`config.mk`:
```
export PLATFORM = sky130hd
export DESIGN_NAME = hdu_pipe_ctrl_flat
export DESIGN_NICKNAME = d
export VERILOG_FILES = /design/src/rtl/hdu_pipe_ctrl_if.sv /design/src/rtl/hdu_pipe_ctrl.sv /design/src/flat_wrapper.sv
export SDC_FILE = /design/constraint.sdc
export NUM_CORES = 1
export LEC_CHECK = 0
export BUFFER_PORTS_ARGS = -buffer_cell sky130_fd_sc_hd__buf_2
export CAP_MARGIN = 20
export CORE_ASPECT_RATIO = 1.2
export CORE_UTILIZATION = 60
export DETAILED_ROUTE_END_ITERATION = 7
export PLACE_DENSITY = 0.8
export SLEW_MARGIN = 30
export SYNTH_ARGS = -nofsm -noshare
export SYNTH_HDL_FRONTEND = slang
export SYNTH_SLANG_ARGS = --single-unit
```
`constraint.sdc`:
```
create_clock -name clk -period 3.8 [get_ports clk]
set_input_delay 0.19 -clock clk [delete_from_list [all_inputs] [get_ports clk]]
set_output_delay 0.19 -clock clk [all_outputs]
set_load 0.1 [all_outputs]
```
`src/rtl/hdu_pipe_ctrl_if.sv`:
```
`default_nettype none
// ============================================================================
// Module      : hdu_pipe_ctrl_if
// Description : Bundle of the pipeline-control request/response signals
//               exchanged between the datapath and hdu_pipe_ctrl.
//               master : the datapath (drives requests, consumes controls)
//               slave  : the hazard/pipeline control unit
//   global_stall   data bus wait, freezes the whole pipeline
//   stall_req      per-stage "cannot complete" requests
//   flush_req      per-stage redirect requests (top bit = trap)
//   id_*           ID-stage operand/destination description
//   stall/bubble/flush  per-stage control outputs
//   sb_hazard, stall_timeout, stall_cycles  status outputs
// Revision    : 1.0 - initial release
// ============================================================================
interface hdu_pipe_ctrl_if #(
    parameter int NSTAGE = 5,
    parameter int NREG   = 32,
    parameter int LATW   = 3
);
    localparam int RW = $clog2(NREG);

    logic              global_stall;
    logic [NSTAGE-1:0] stall_req;
    logic [NSTAGE-1:0] flush_req;
    logic              id_valid;
    logic [RW-1:0]     id_rs1;
    logic [RW-1:0]     id_rs2;
    logic              id_rs1_used;
    logic              id_rs2_used;
    logic [RW-1:0]     id_rd;
    logic [LATW-1:0]   id_rd_lat;

    logic [NSTAGE-1:0] stall;
    logic [NSTAGE-1:0] bubble;
    logic [NSTAGE-1:0] flush;
    logic              sb_hazard;
    logic              stall_timeout;
    logic [31:0]       stall_cycles;

    modport master (
        output global_stall, stall_req, flush_req, id_valid,
               id_rs1, id_rs2, id_rs1_used, id_rs2_used, id_rd, id_rd_lat,
        input  stall, bubble, flush, sb_hazard, stall_timeout, stall_cycles
    );

    modport slave (
        input  global_stall, stall_req, flush_req, id_valid,
               id_rs1, id_rs2, id_rs1_used, id_rs2_used, id_rd, id_rd_lat,
        output stall, bubble, flush, sb_hazard, stall_timeout, stall_cycles
    );
endinterface
`default_nettype wire

```
`src/rtl/hdu_pipe_ctrl.sv`:
```
`default_nettype none
// ============================================================================
// Module      : hdu_pipe_ctrl
// Description : Hazard/pipeline control for an NSTAGE in-order pipeline
//               (stage 0 = IF, stage NSTAGE-1 = WB). Generates per-stage
//               stall/bubble/flush, tracks in-flight results with a per-
//               register latency scoreboard, defers branch flushes that
//               arrive during a data-bus wait, and provides a stall
//               watchdog plus a stall-cycle counter.
//   clk     clock
//   rst     synchronous active-high reset
//   io_hdu  hdu_pipe_ctrl_if.slave - requests in, controls/status out
// Revision    : 1.0 - initial release
// ============================================================================
module hdu_pipe_ctrl #(
    parameter int NSTAGE  = 5,
    parameter int NREG    = 32,
    parameter int LATW    = 3,
    parameter int TIMEOUT = 1024
) (
    input  wire logic       clk,
    input  wire logic       rst,
    hdu_pipe_ctrl_if.slave  io_hdu
);
    localparam int RW  = $clog2(NREG);
    localparam int GSW = $clog2(TIMEOUT + 1);
    localparam logic [GSW-1:0]    c_TIMEOUT   = GSW'(TIMEOUT);
    // Only branch-type flushes (not stage 0, not trap) can be deferred.
    localparam logic [NSTAGE-1:0] c_PEND_MASK = {1'b0, {(NSTAGE-2){1'b1}}, 1'b0};

    logic [LATW-1:0]   r_cnt [NREG];
    logic [NSTAGE-1:0] r_pend;
    logic [GSW-1:0]    r_gs_cnt;
    logic              r_timeout;
    logic [31:0]       r_stall_cycles;

    logic              w_haz;
    logic              w_trap;
    logic              w_load;
    logic [NSTAGE-1:0] w_req;
    logic [NSTAGE-1:0] w_req_later;   // OR of req[j] for j > k
    logic [NSTAGE-1:0] w_fe;
    logic [NSTAGE-1:0] w_flush;
    logic [NSTAGE-1:0] w_stall;
    logic [NSTAGE-1:0] w_bubble;
    logic [GSW-1:0]    w_gs_nxt;
    logic              w_unused;

    // flush_req[0] has no earlier stage to kill.
    assign w_unused = io_hdu.flush_req[0];

    assign w_trap = io_hdu.flush_req[NSTAGE-1];

    always_comb begin
        w_haz = io_hdu.id_valid &
                ((io_hdu.id_rs1_used & (io_hdu.id_rs1 != '0) & (r_cnt[io_hdu.id_rs1] != '0)) |
                 (io_hdu.id_rs2_used & (io_hdu.id_rs2 != '0) & (r_cnt[io_hdu.id_rs2] != '0)));

        w_req    = io_hdu.stall_req;
        w_req[1] = io_hdu.stall_req[1] | w_haz;

        // Trap acts immediately; branch flushes wait for the bus to release.
        w_fe = '0;
        w_fe[NSTAGE-1] = w_trap;
        for (int j = 1; j < NSTAGE-1; j++) begin
            w_fe[j] = ~io_hdu.global_stall & (io_hdu.flush_req[j] | r_pend[j]);
        end

        w_flush     = '0;
        w_req_later = '0;
        for (int k = NSTAGE-2; k >= 0; k--) begin
            w_flush[k]     = w_flush[k+1] | w_fe[k+1];
            w_req_later[k] = w_req_later[k+1] | w_req[k+1];
        end

        for (int k = 0; k < NSTAGE; k++) begin
            w_stall[k]  = ~w_flush[k] & (io_hdu.global_stall | w_req_later[k]);
            w_bubble[k] = ~w_flush[k] & ~io_hdu.global_stall & w_req[k] & ~w_req_later[k];
        end

        // ID issues a new scoreboard entry only when it actually advances.
        w_load = io_hdu.id_valid & ~w_stall[1] & ~w_flush[1] & ~w_haz &
                 (io_hdu.id_rd != '0) & (io_hdu.id_rd_lat != '0);

        if (!io_hdu.global_stall) begin
            w_gs_nxt = '0;
        end else if (r_gs_cnt == c_TIMEOUT) begin
            w_gs_nxt = r_gs_cnt;
        end else begin
            w_gs_nxt = r_gs_cnt + 1'b1;
        end
    end

    always_ff @(posedge clk) begin
        if (rst) begin
            for (int i = 0; i < NREG; i++) begin
                r_cnt[i] <= '0;
            end
            r_pend         <= '0;
            r_gs_cnt       <= '0;
            r_timeout      <= 1'b0;
            r_stall_cycles <= '0;
        end else begin
            for (int i = 0; i < NREG; i++) begin
                if (w_trap) begin
                    r_cnt[i] <= '0;
                end else if (w_load && (RW'(i) == io_hdu.id_rd)) begin
                    r_cnt[i] <= io_hdu.id_rd_lat;
                end else if (!io_hdu.global_stall && (r_cnt[i] != '0)) begin
                    r_cnt[i] <= r_cnt[i] - 1'b1;
                end
            end

            if (w_trap || !io_hdu.global_stall) begin
                r_pend <= '0;
            end else begin
                r_pend <= r_pend | (io_hdu.flush_req & c_PEND_MASK);
            end

            r_gs_cnt       <= w_gs_nxt;
            r_timeout      <= r_timeout | (w_gs_nxt == c_TIMEOUT);
            r_stall_cycles <= r_stall_cycles + {31'd0, w_stall[0]};
        end
    end

    assign io_hdu.stall         = w_stall;
    assign io_hdu.bubble        = w_bubble;
    assign io_hdu.flush         = w_flush;
    assign io_hdu.sb_hazard     = w_haz;
    assign io_hdu.stall_timeout = r_timeout;
    assign io_hdu.stall_cycles  = r_stall_cycles;

endmodule
`default_nettype wire

```
`src/flat_wrapper.sv`:
```
// flat-port wrapper written by rule: the top's interface ports become plain ports
module hdu_pipe_ctrl_flat 
#(
    parameter int NSTAGE  = 5,
    parameter int NREG    = 32,
    parameter int LATW    = 3,
    parameter int TIMEOUT = 1024
)
  (clk, rst, io_hdu_global_stall, io_hdu_stall_req, io_hdu_flush_req, io_hdu_id_valid, io_hdu_id_rs1, io_hdu_id_rs2, io_hdu_id_rs1_used, io_hdu_id_rs2_used, io_hdu_id_rd, io_hdu_id_rd_lat, io_hdu_stall, io_hdu_bubble, io_hdu_flush, io_hdu_sb_hazard, io_hdu_stall_timeout, io_hdu_stall_cycles);
  hdu_pipe_ctrl_if #(.NSTAGE(NSTAGE), .NREG(NREG), .LATW(LATW)) io_hdu_i ();
  input  wire logic clk;
  input  wire logic rst;
  input wire logic [$bits(io_hdu_i.global_stall)-1:0] io_hdu_global_stall;
  input wire logic [$bits(io_hdu_i.stall_req)-1:0] io_hdu_stall_req;
  input wire logic [$bits(io_hdu_i.flush_req)-1:0] io_hdu_flush_req;
  input wire logic [$bits(io_hdu_i.id_valid)-1:0] io_hdu_id_valid;
  input wire logic [$bits(io_hdu_i.id_rs1)-1:0] io_hdu_id_rs1;
  input wire logic [$bits(io_hdu_i.id_rs2)-1:0] io_hdu_id_rs2;
  input wire logic [$bits(io_hdu_i.id_rs1_used)-1:0] io_hdu_id_rs1_used;
  input wire logic [$bits(io_hdu_i.id_rs2_used)-1:0] io_hdu_id_rs2_used;
  input wire logic [$bits(io_hdu_i.id_rd)-1:0] io_hdu_id_rd;
  input wire logic [$bits(io_hdu_i.id_rd_lat)-1:0] io_hdu_id_rd_lat;
  output wire logic [$bits(io_hdu_i.stall)-1:0] io_hdu_stall;
  output wire logic [$bits(io_hdu_i.bubble)-1:0] io_hdu_bubble;
  output wire logic [$bits(io_hdu_i.flush)-1:0] io_hdu_flush;
  output wire logic [$bits(io_hdu_i.sb_hazard)-1:0] io_hdu_sb_hazard;
  output wire logic [$bits(io_hdu_i.stall_timeout)-1:0] io_hdu_stall_timeout;
  output wire logic [$bits(io_hdu_i.stall_cycles)-1:0] io_hdu_stall_cycles;
  assign io_hdu_i.global_stall = io_hdu_global_stall;
  assign io_hdu_i.stall_req = io_hdu_stall_req;
  assign io_hdu_i.flush_req = io_hdu_flush_req;
  assign io_hdu_i.id_valid = io_hdu_id_valid;
  assign io_hdu_i.id_rs1 = io_hdu_id_rs1;
  assign io_hdu_i.id_rs2 = io_hdu_id_rs2;
  assign io_hdu_i.id_rs1_used = io_hdu_id_rs1_used;
  assign io_hdu_i.id_rs2_used = io_hdu_id_rs2_used;
  assign io_hdu_i.id_rd = io_hdu_id_rd;
  assign io_hdu_i.id_rd_lat = io_hdu_id_rd_lat;
  assign io_hdu_stall = io_hdu_i.stall;
  assign io_hdu_bubble = io_hdu_i.bubble;
  assign io_hdu_flush = io_hdu_i.flush;
  assign io_hdu_sb_hazard = io_hdu_i.sb_hazard;
  assign io_hdu_stall_timeout = io_hdu_i.stall_timeout;
  assign io_hdu_stall_cycles = io_hdu_i.stall_cycles;
  hdu_pipe_ctrl #(.NSTAGE(NSTAGE), .NREG(NREG), .LATW(LATW), .TIMEOUT(TIMEOUT)) u_core (.clk(clk), .rst(rst), .io_hdu(io_hdu_i));
endmodule
```
After elaboration in Yosys (flattened, before gate mapping) --
Memories as Yosys holds them, arrays and structs flattened. Cells that the tools add are included.
Cells by class: add/sub/neg operators 34, equality and inequality tests 33, muxes and demuxes 391, bitwise gates (word level) 154, reductions and logical operators 106
Operators with widths (number):
- 1-bit two-way mux | 293
- 3-bit two-way mux | 96
- 1-bit OR | 112
- 3-bit nonzero test | 35
- 3-bit by 1-bit subtractor with 3-bit output (second input constant) | 32
- 5-bit == test (first input constant) | 16
- 1-bit logical AND | 64
- 4-bit by 5-bit == test with 1-bit output (first input constant) | 8
- 32-bit by 1-bit adder with 32-bit output | 1
- 1-bit bitwise AND | 30
- 11-bit == test (second input constant) | 2
- 11-bit two-way mux | 2
- 3-bit by 5-bit == test with 1-bit output (first input constant) | 4
- 5-bit nonzero test | 3
- 11-bit by 1-bit adder with 11-bit output (second input constant) | 1
- 1-bit inverter | 11
- 2-bit by 5-bit == test with 1-bit output (first input constant) | 2
- 1-bit by 5-bit == test with 1-bit output (first input constant) | 1
- 5-bit logical NOT | 1
- 5-bit by 4-bit OR with 5-bit output | 1
- 2-bit OR reduction | 1
- 1-bit logical NOT | 1
- 1-bit logical OR | 1
Word-level totals: bits in registers 49, memory bits (writable) 96, input port bits 34, logic and storage cells 723, memories kept 1
Memory list:
- u_core.r_cnt | depth 32, bits a word 3, rd ports 34, clocked after memory_dff 0, write ports 32, RTL line hdu_pipe_ctrl.sv:31 | logic [LATW-1:0] r_cnt [NREG];

Logic depth before layout (Yosys ltp) --
Gate-level depths: netlist of the first run.
depth after elaboration 19, mapped depth 19

Least setup slack after synthesis of the first run --
Ideal clock, no wire load.
path type flip-flop to flip-flop, start point memory u_core.r_cnt[11][0], end point register u_core.r_stall_cycles[28] (netlist: u_core.io_hdu.stall_cycles[28]), arrival 5.676 ns, data required time 3.733 ns, setup slack -1.943 ns, stages on the path, launching flop included 16, path buffers 0, cells stage by stage edfxtp_1 -> nor3_1 -> mux4_2 -> or3_1 -> a311o_2 -> a21boi_1 -> o31a_1 -> ha_1 -> ha_1 -> and2_1 -> nand3_1 -> nor3_1 -> and3_1 -> nand2_1 -> xor2_1 -> nor2_1
RTL lines:
- start: declaration | RTL line hdu_pipe_ctrl.sv:31
- end signal: assignment | RTL line hdu_pipe_ctrl.sv:122 | r_stall_cycles <= r_stall_cycles + {31'd0, w_stall[0]};
- end: declaration | RTL line hdu_pipe_ctrl.sv:35 | logic [31:0] r_stall_cycles;

==> metrics.txt, run 1 <==
# TYPE chip_impl_metric gauge
chip_impl_metric{name="hold_violations",unit=""} 0
chip_impl_info{name="synthTopCellsByArea",value="edfxtp_1 29%, mux2i_1 9.5%, dfxtp_1 9.4%, ha_1 8.5%, or3_1 6.6%"} 1
chip_impl_metric{name="drv_slew",unit=""} 0
chip_impl_info{name="cpMostUsedCell",value="ha_4"} 1
chip_impl_metric{name="path_clk_slew",unit="ns"} 0.06
chip_impl_metric{name="skew",unit="ns"} 0.009567
chip_impl_metric{name="synth_cell_types",unit=""} 63
chip_impl_info{name="critical_path.endpoint_type",value="flip-flop"} 1
chip_impl_metric{name="worst_skew_pair.late_latency",unit="ns"} 0.43
chip_impl_metric{name="synth-seq-cells",unit=""} 143
chip_impl_metric{name="diodes",unit=""} 0
chip_impl_metric{name="drtIter0Drc",unit=""} 584
chip_impl_metric{name="cts_hold_buffers",unit=""} 1
chip_impl_metric{name="grt_overflow",unit=""} 0
chip_impl_info{name="layer_carrying_the_most_global_route_usage",value="met2"} 1
chip_impl_metric{name="finalNonFillerCells",unit=""} 1281
chip_impl_metric{name="maximum_clock_frequency",unit="MHz"} 274.4
chip_impl_metric{name="dp_hpwl",unit="um"} 16230
chip_impl_metric{name="synthArstFlopShare",unit=""} 0
chip_impl_metric{name="drive_gt1_frac",unit=""} 0.1833
chip_impl_metric{name="detailedRoute.firstPassIterationCount",unit=""} 5
chip_impl_metric{name="crit_path_max_incr_delay",unit="ns"} 0.49
chip_impl_metric{name="synth.net_count",unit=""} 1100
chip_impl_metric{name="maximum_resistive_drop_on_vdd",unit="mV"} 0.2280
chip_impl_info{name="synth.most_common_cell",value="inv_1"} 1
chip_impl_metric{name="sequential_element_share_of_the_synthesized_area",unit=""} 0.3836
chip_impl_metric{name="die_width",unit="um"} 119.7
chip_impl_metric{name="wire_length_of_the_first_global_routing_pass",unit="um"} 38580
chip_impl_metric{name="finalNetCount",unit=""} 1158
chip_impl_info{name="ctsRootBufferMaster",value="clkbuf_16"} 1
chip_impl_metric{name="initial_antenna_violation_count",unit=""} 0
chip_impl_metric{name="fin_crit_sh",unit=""} 0.9591
chip_impl_metric{name="placed_cells_incl_taps",unit=""} 1248
chip_impl_metric{name="maxCapViolations",unit=""} 0
chip_impl_metric{name="worst_ep_required_time",unit="ns"} 4.10
chip_impl_metric{name="finalSetupViolations",unit=""} 0
chip_impl_metric{name="cts_resized",unit=""} 0
chip_impl_metric{name="cp_num_cells",unit=""} 16
chip_impl_metric{name="avgSynthCellArea",unit="sq um"} 9.987
chip_impl_info{name="crit_chain",value="nor3_1 > mux2i_1 > a311o_1 > o2111ai_1 > and3_4 > a21boi_4 > o31a_4 > ha_4 > ha_4 > and2_4 > nand3_2 > nor3_2 > and3_1 > nand2_1 > xor2_1 > nor2_1"} 1
chip_impl_info{name="unrepaired_setup_endpoints_after_global_routing",value="false"} 1
chip_impl_metric{name="largest_net_degree_at_the_start_of_global_routing",unit=""} 60
chip_impl_info{name="holdCritPathClass",value="in -> reg"} 1
chip_impl_metric{name="p_per_area",unit="nW/um^2"} 390.1
chip_impl_metric{name="dr_total_vias",unit=""} 7800
chip_impl_metric{name="worst_pin_slew",unit="ns"} 0.8516
chip_impl_metric{name="post_synth_instance_area",unit="sq um"} 9967
chip_impl_metric{name="floorplan.die.height",unit="um"} 143.2
chip_impl_metric{name="p_leak",unit="nW"} 4.655
chip_impl_metric{name="grt_util_met1",unit=""} 0.3374
chip_impl_metric{name="area_growth",unit="%"} 12.65
chip_impl_metric{name="dieArea",unit="sq um"} 17130
chip_impl_info{name="cp_top_family",value="simple AND/OR/NAND/NOR gates"} 1
chip_impl_metric{name="number_of_global_route_vias_before_repair",unit=""} 7879
chip_impl_info{name="worstSetupStartpointType",value="flip-flop"} 1
chip_impl_metric{name="drt_drc_violations_left",unit=""} 0
chip_impl_metric{name="clock-sinks",unit=""} 143
chip_impl_info{name="cts_tree",value="done"} 1
chip_impl_metric{name="place_worst_setup_slack",unit="ns"} 0.06709
chip_impl_metric{name="drt_wl_total",unit="um"} 23240
chip_impl_metric{name="replace_congestion",unit=""} 0.8759
chip_impl_metric{name="buffer_ports.inserted",unit=""} 80
chip_impl_metric{name="postSynthCellCount",unit=""} 998
chip_impl_metric{name="cts-htree-levels",unit=""} 4
chip_impl_metric{name="drt-vias-per-instance",unit=""} 6.089
chip_impl_metric{name="layout_setup_ws",unit="ns"} 0.1556
chip_impl_metric{name="worstPathBufferInverterCount",unit=""} 0
chip_impl_metric{name="row_count",unit=""} 51
chip_impl_metric{name="r2r.worst_path.cells",unit=""} 16
chip_impl_metric{name="worst_slew_margin_rel",unit=""} 0.4323
chip_impl_metric{name="synth-edff-count",unit=""} 96
chip_impl_metric{name="gr-usage-met2",unit=""} 0.5117
chip_impl_metric{name="wire_per_inst",unit="um"} 18.14
chip_impl_metric{name="synth_top_area_frac",unit=""} 0.2892
chip_impl_metric{name="global_route.usage.met3",unit=""} 0.06150
chip_impl_info{name="cp_slowest_cell",value="nor3_1"} 1
chip_impl_metric{name="drtAntennaViolNets",unit=""} 0
chip_impl_info{name="synthTopCellsByCount",value="109 x inv_1, 105 x or3_1, 96 x edfxtp_1"} 1
chip_impl_metric{name="io_pins",unit=""} 83
chip_impl_metric{name="placeableCoreArea",unit="sq um"} 16210
chip_impl_metric{name="cp_data_arrival_time",unit="ns"} 3.94
chip_impl_metric{name="cts_inserted_buffers",unit=""} 17
chip_impl_metric{name="clock_tree.buffer_depth",unit=""} 2
chip_impl_metric{name="grt_use_total",unit=""} 0.2882
chip_impl_metric{name="finalWorstPathRequiredPeriod",unit="ns"} 3.644
chip_impl_metric{name="cts_post_setup_buffers_inserted",unit=""} 0
chip_impl_info{name="yosys.area.top_type",value="edfxtp_1"} 1
chip_impl_info{name="criticalPathCategory",value="reg -> reg"} 1
chip_impl_metric{name="initial_core_util",unit=""} 0.6149
chip_impl_metric{name="whs_path_depth",unit=""} 3
chip_impl_metric{name="crit_fanout",unit=""} 4
chip_impl_metric{name="yosysWarningCount",unit=""} 0
chip_impl_info{name="synthFlopType",value="edfxtp_1"} 1
chip_impl_info{name="outcome",value="finished, final reports clean"} 1
layer usage:
| metal | part of all wire | routed length (um) |
|---|---|---|
| met2 | 0.51 | 11830 |
| met3 | 0.054 | 1254 |
| met4 | 0.026 | 609 |
| met1 | 0.41 | 9539 |
| met5 | 0 | 0 |
power by group:
part | leakage, nW | switching, mW | internal (mW)
clock network | 0.300 | 0.680 | 1.12
logic | 2.89 | 0.504 | 0.256
registers | 1.47 | 0.0614 | 1.76
total | 4.65 | 1.25 | 3.13
per-stage QoR:
stage          total power [mW]  instance area [sq um]  hold WS (ns)  setup TNS [ns]  utilization
2_1_floorplan             2.407                  10070        0.3249          -3.720            -
3_3_place_gp              2.578                  10590        0.4398               0       0.6532
3_5_place_dp              2.600                  10590        0.4451               0       0.6532
4_1_cts                   4.391                  11230       0.01348               0       0.6928
5_1_grt                   4.556                  11230       0.02652               0       0.6928
6_report                  4.380                  11230       0.02022               0       0.6928
path summary, 6_finish.rpt:
check	startpoint	to	slack [ns]
hold reg to reg	u_core.r_pend[2]$_SDFF_PP0_	u_core.r_pend[2]$_SDFF_PP0_	0.47
hold / removal	io_hdu_flush_req[2]	u_core.r_pend[2]$_SDFF_PP0_	0.02
setup / recovery	u_core.r_cnt[8][1]$_SDFFCE_PN0P_	u_core.io_hdu.stall_cycles[30]$_SDFF_PP0_	0.16
setup reg to reg	u_core.r_cnt[8][1]$_SDFFCE_PN0P_	u_core.io_hdu.stall_cycles[30]$_SDFF_PP0_	0.16
cell usage in the layout, fill, tap and decap left out, types with 30 or more instances in the layout:
master	instances
mux2i_1	95
or3_1	104
o211ai_1	30
inv_1	109
buf_2	79
ha_1	66
nand3_4	30
nand2_1	34
nor3_1	60
dfxtp_1	47
nor2_1	70
edfxtp_1	96
flip-flops by register name, indices dropped and copies added, names as in the netlist:
signal                       count
u_core.r_gs_cnt                 11
u_core.r_pend                    3
u_core.io_hdu.stall_timeout      1
u_core.io_hdu.stall_cycles      32
u_core.r_cnt                    96
tightest hold or removal path: cells and delay by family:
kind / cells / cell delay [ns]
simple gates: 2 / 0.12
buf+inv: 1 / 0.10
final cells by class:
cell class | instances | area (sq um)
fill | 1246 | 4980
sequential | 143 | 3824
timing repair buffer | 98 | 553.0
tap | 212 | 265.3
multi-input combinational | 686 | 5543
inverter | 110 | 412.9
clock buffer | 19 | 442.9
clock inverter | 13 | 187.7
kinds of logic (layout without fill, tap and decap cells):
group,Yosys count,after routing,share of synthesized area
xor+xnor,34,34,0.02988
compound gates,91,91,0.06679
simple gates,385,385,0.2403
mux,107,107,0.1214
fa+ha+maj,68,68,0.08536
other cells,1,1,0.0003762
buf+inv,169,240,0.07231
flops,143,143,0.3836
Note: power is estimated with default switching activity, not from simulation.
==> run 2: changes to the inputs <==
--- a/config.mk
+++ b/config.mk
@@ -9,6 +9,8 @@
 export CAP_MARGIN = 20
 export CORE_ASPECT_RATIO = 1.2
 export CORE_UTILIZATION = 60
+export CTS_BUF_LIST = sky130_fd_sc_hd__clkbuf_8 sky130_fd_sc_hd__clkbuf_16
+export CTS_CLUSTER_DIAMETER = 200
 export DETAILED_ROUTE_END_ITERATION = 7
 export PLACE_DENSITY = 0.8
 export SLEW_MARGIN = 30
==> run 2 against run 1 <==
  * Routed wire length is essentially flat
  * Core utilization unchanged
  * Maximum frequency down 0.24%
  * First-iteration DRC count increased by 2.9%
  * Critical endpoint unchanged
==> metrics.txt, run 2 (synthesis results as in run 1) <==
# TYPE chip_impl_metric gauge
chip_impl_info{name="outcome",value="finished, final reports clean"} 1
chip_impl_metric{name="largest_net_degree_at_the_start_of_global_routing",unit=""} 60
chip_impl_metric{name="place_worst_setup_slack",unit="ns"} 0.06709
chip_impl_metric{name="drtAntennaViolNets",unit=""} 0
chip_impl_metric{name="clock_tree.buffer_depth",unit=""} 2
chip_impl_metric{name="worst_hold_slack",unit="ns"} 0.01674
chip_impl_metric{name="cp_data_arrival_time",unit="ns"} 3.95
chip_impl_info{name="cts_tree",value="done"} 1
chip_impl_metric{name="maximum_clock_frequency",unit="MHz"} 273.7
chip_impl_metric{name="number_of_global_route_vias_before_repair",unit=""} 7878
chip_impl_metric{name="worst_skew_pair.late_latency",unit="ns"} 0.44
chip_impl_metric{name="io_pins",unit=""} 83
chip_impl_metric{name="finalNetCount",unit=""} 1158
chip_impl_metric{name="fillcell_total",unit=""} 1246
chip_impl_metric{name="finalSetupViolations",unit=""} 0
chip_impl_metric{name="placed_cells_incl_taps",unit=""} 1248
chip_impl_metric{name="dr_total_vias",unit=""} 7772
chip_impl_metric{name="dp_hpwl",unit="um"} 16230
chip_impl_metric{name="drive_gt1_frac",unit=""} 0.1833
chip_impl_metric{name="finalNonFillerCells",unit=""} 1281
chip_impl_metric{name="diodes",unit=""} 0
chip_impl_metric{name="wire_per_inst",unit="um"} 18.16
chip_impl_metric{name="clock-sinks",unit=""} 143
chip_impl_metric{name="cts-htree-levels",unit=""} 4
chip_impl_metric{name="maximum_resistive_drop_on_vdd",unit="mV"} 0.2279
chip_impl_metric{name="buffer_ports.inserted",unit=""} 80
chip_impl_info{name="criticalPathCategory",value="reg -> reg"} 1
chip_impl_metric{name="summed_area_of_non_filler_cells_in_the_final_layout",unit="sq um"} 11230
chip_impl_info{name="holdCritPathClass",value="in -> reg"} 1
chip_impl_info{name="unrepaired_setup_endpoints_after_global_routing",value="false"} 1
chip_impl_info{name="worstSetupStartpointType",value="flip-flop"} 1
chip_impl_metric{name="worst_ep_required_time",unit="ns"} 4.10
chip_impl_info{name="mostFrequentLayoutCells",value="110 x inv_1, 104 x or3_1, 96 x edfxtp_1, 95 x mux2i_1, 79 x buf_2"} 1
chip_impl_info{name="final_common_cell",value="inv_1"} 1
chip_impl_metric{name="grt_use_total",unit=""} 0.2883
chip_impl_metric{name="maxCapViolations",unit=""} 0
chip_impl_metric{name="path_clk_slew",unit="ns"} 0.06
chip_impl_metric{name="area_growth",unit="%"} 12.65
chip_impl_metric{name="replace_congestion",unit=""} 0.8759
chip_impl_metric{name="row_count",unit=""} 51
chip_impl_metric{name="hold_violations",unit=""} 0
chip_impl_metric{name="post-layout-total-power",unit="mW"} 4.377
chip_impl_metric{name="die_width",unit="um"} 119.7
chip_impl_metric{name="worst_slew_margin_rel",unit=""} 0.4329
chip_impl_metric{name="drtIter0Drc",unit=""} 601
chip_impl_metric{name="drt_drc_violations_left",unit=""} 0
chip_impl_metric{name="fin_crit_sh",unit=""} 0.9614
chip_impl_metric{name="final_core_util",unit=""} 0.6928
chip_impl_metric{name="finalWorstPathRequiredPeriod",unit="ns"} 3.653
chip_impl_metric{name="dpl_cell_area",unit="sq um"} 10590
chip_impl_metric{name="placeableCoreArea",unit="sq um"} 16210
chip_impl_info{name="top_register",value="u_core.r_cnt"} 1
chip_impl_metric{name="layout_setup_ws",unit="ns"} 0.1468
chip_impl_metric{name="p_leak",unit="nW"} 4.659
chip_impl_metric{name="p_per_area",unit="nW/um^2"} 389.8
chip_impl_metric{name="skew",unit="ns"} 0.008793
chip_impl_metric{name="worst_pin_slew",unit="ns"} 0.8506
chip_impl_metric{name="detailedRoute.firstPassIterationCount",unit=""} 5
chip_impl_metric{name="dieArea",unit="sq um"} 17130
chip_impl_metric{name="cts_inserted_buffers",unit=""} 17
chip_impl_metric{name="initial_antenna_violation_count",unit=""} 0
chip_impl_metric{name="initial_core_util",unit=""} 0.6149
chip_impl_info{name="ctsRootBufferMaster",value="clkbuf_16"} 1
chip_impl_info{name="critical_path.endpoint_type",value="flip-flop"} 1
chip_impl_metric{name="drv_slew",unit=""} 0
chip_impl_metric{name="max_ffs_per_register",unit=""} 96
chip_impl_metric{name="drt_wl_total",unit="um"} 23260
chip_impl_metric{name="floorplan.die.height",unit="um"} 143.2
chip_impl_metric{name="wire_length_of_the_first_global_routing_pass",unit="um"} 38590
chip_impl_metric{name="drt-vias-per-instance",unit=""} 6.067
chip_impl_metric{name="post_route_setup_tns",unit="ns"} 0
chip_impl_metric{name="crit_fanout",unit=""} 4
chip_impl_metric{name="grt_overflow",unit=""} 0
## run 2: cell count changes in the layout (fill, tap and decap cells not counted)
cell,before,now
inv_1,109,110
clkbuf_1,1,0
## run 2: layer usage
layer	wire length (um)	vias to the layer above	GRT usage
li1	-	3750	-
met1	9453	3694	0.3377
met2	11830	278	0.5117
met3	1333	50	0.06150
met4	641	0	0.1151
met5	0	-	0
## run 2: worst max-delay path: stages (launching register included)
cell and delay [ns]:
edfxtp_1 0.40, nor3_1 0.50, mux2i_1 0.18, a311o_1 0.39, o2111ai_1 0.22, and3_4 0.25
a21boi_4 0.07, o31a_4 0.36, ha_4 0.17, ha_4 0.15, and2_4 0.14, nand3_2 0.11
nor3_2 0.08, and3_1 0.20, nand2_1 0.09, xor2_1 0.15, nor2_1 0.07
## run 2: layout make-up
type	instances	area, sq um	area share
Multi-Input combinational cell	686	5543	0.4936
Sequential cell	143	3824	0.3405
Clock buffer	18	439.2	0.03911
Clock inverter	14	191.4	0.01705
Inverter	110	412.9	0.03677
Timing Repair Buffer	98	553.0	0.04925
Tap cell	212	265.3	0.02362
## run 2: timing repair
item / 4_1_cts / 5_1_grt
gates resized for setup: 0 / 0
buffers inserted: 0 / 0
hold buffers: 1 / 0
endpoints found under the hold margin: 1 / 0
## run 2: where the power goes
group          switching [mW]  internal, mW  leakage [nW]
clock network           0.681          1.11         0.304
logic                   0.504         0.256          2.89
registers              0.0611          1.76          1.47
## run 2: final timing paths
kind / from / endpoint / slack (ns) / depth (start not counted)
max: u_core.r_cnt[8][1]$_SDFFCE_PN0P_ / u_core.io_hdu.stall_cycles[30]$_SDFF_PP0_ / 0.15 / 16
min: io_hdu_flush_req[2] / u_core.r_pend[2]$_SDFF_PP0_ / 0.02 / 3
max reg2reg: u_core.r_cnt[8][1]$_SDFFCE_PN0P_ / u_core.io_hdu.stall_cycles[30]$_SDFF_PP0_ / 0.15 / 16
min reg2reg: u_core.r_pend[2]$_SDFF_PP0_ / u_core.r_pend[2]$_SDFF_PP0_ / 0.47 / 2
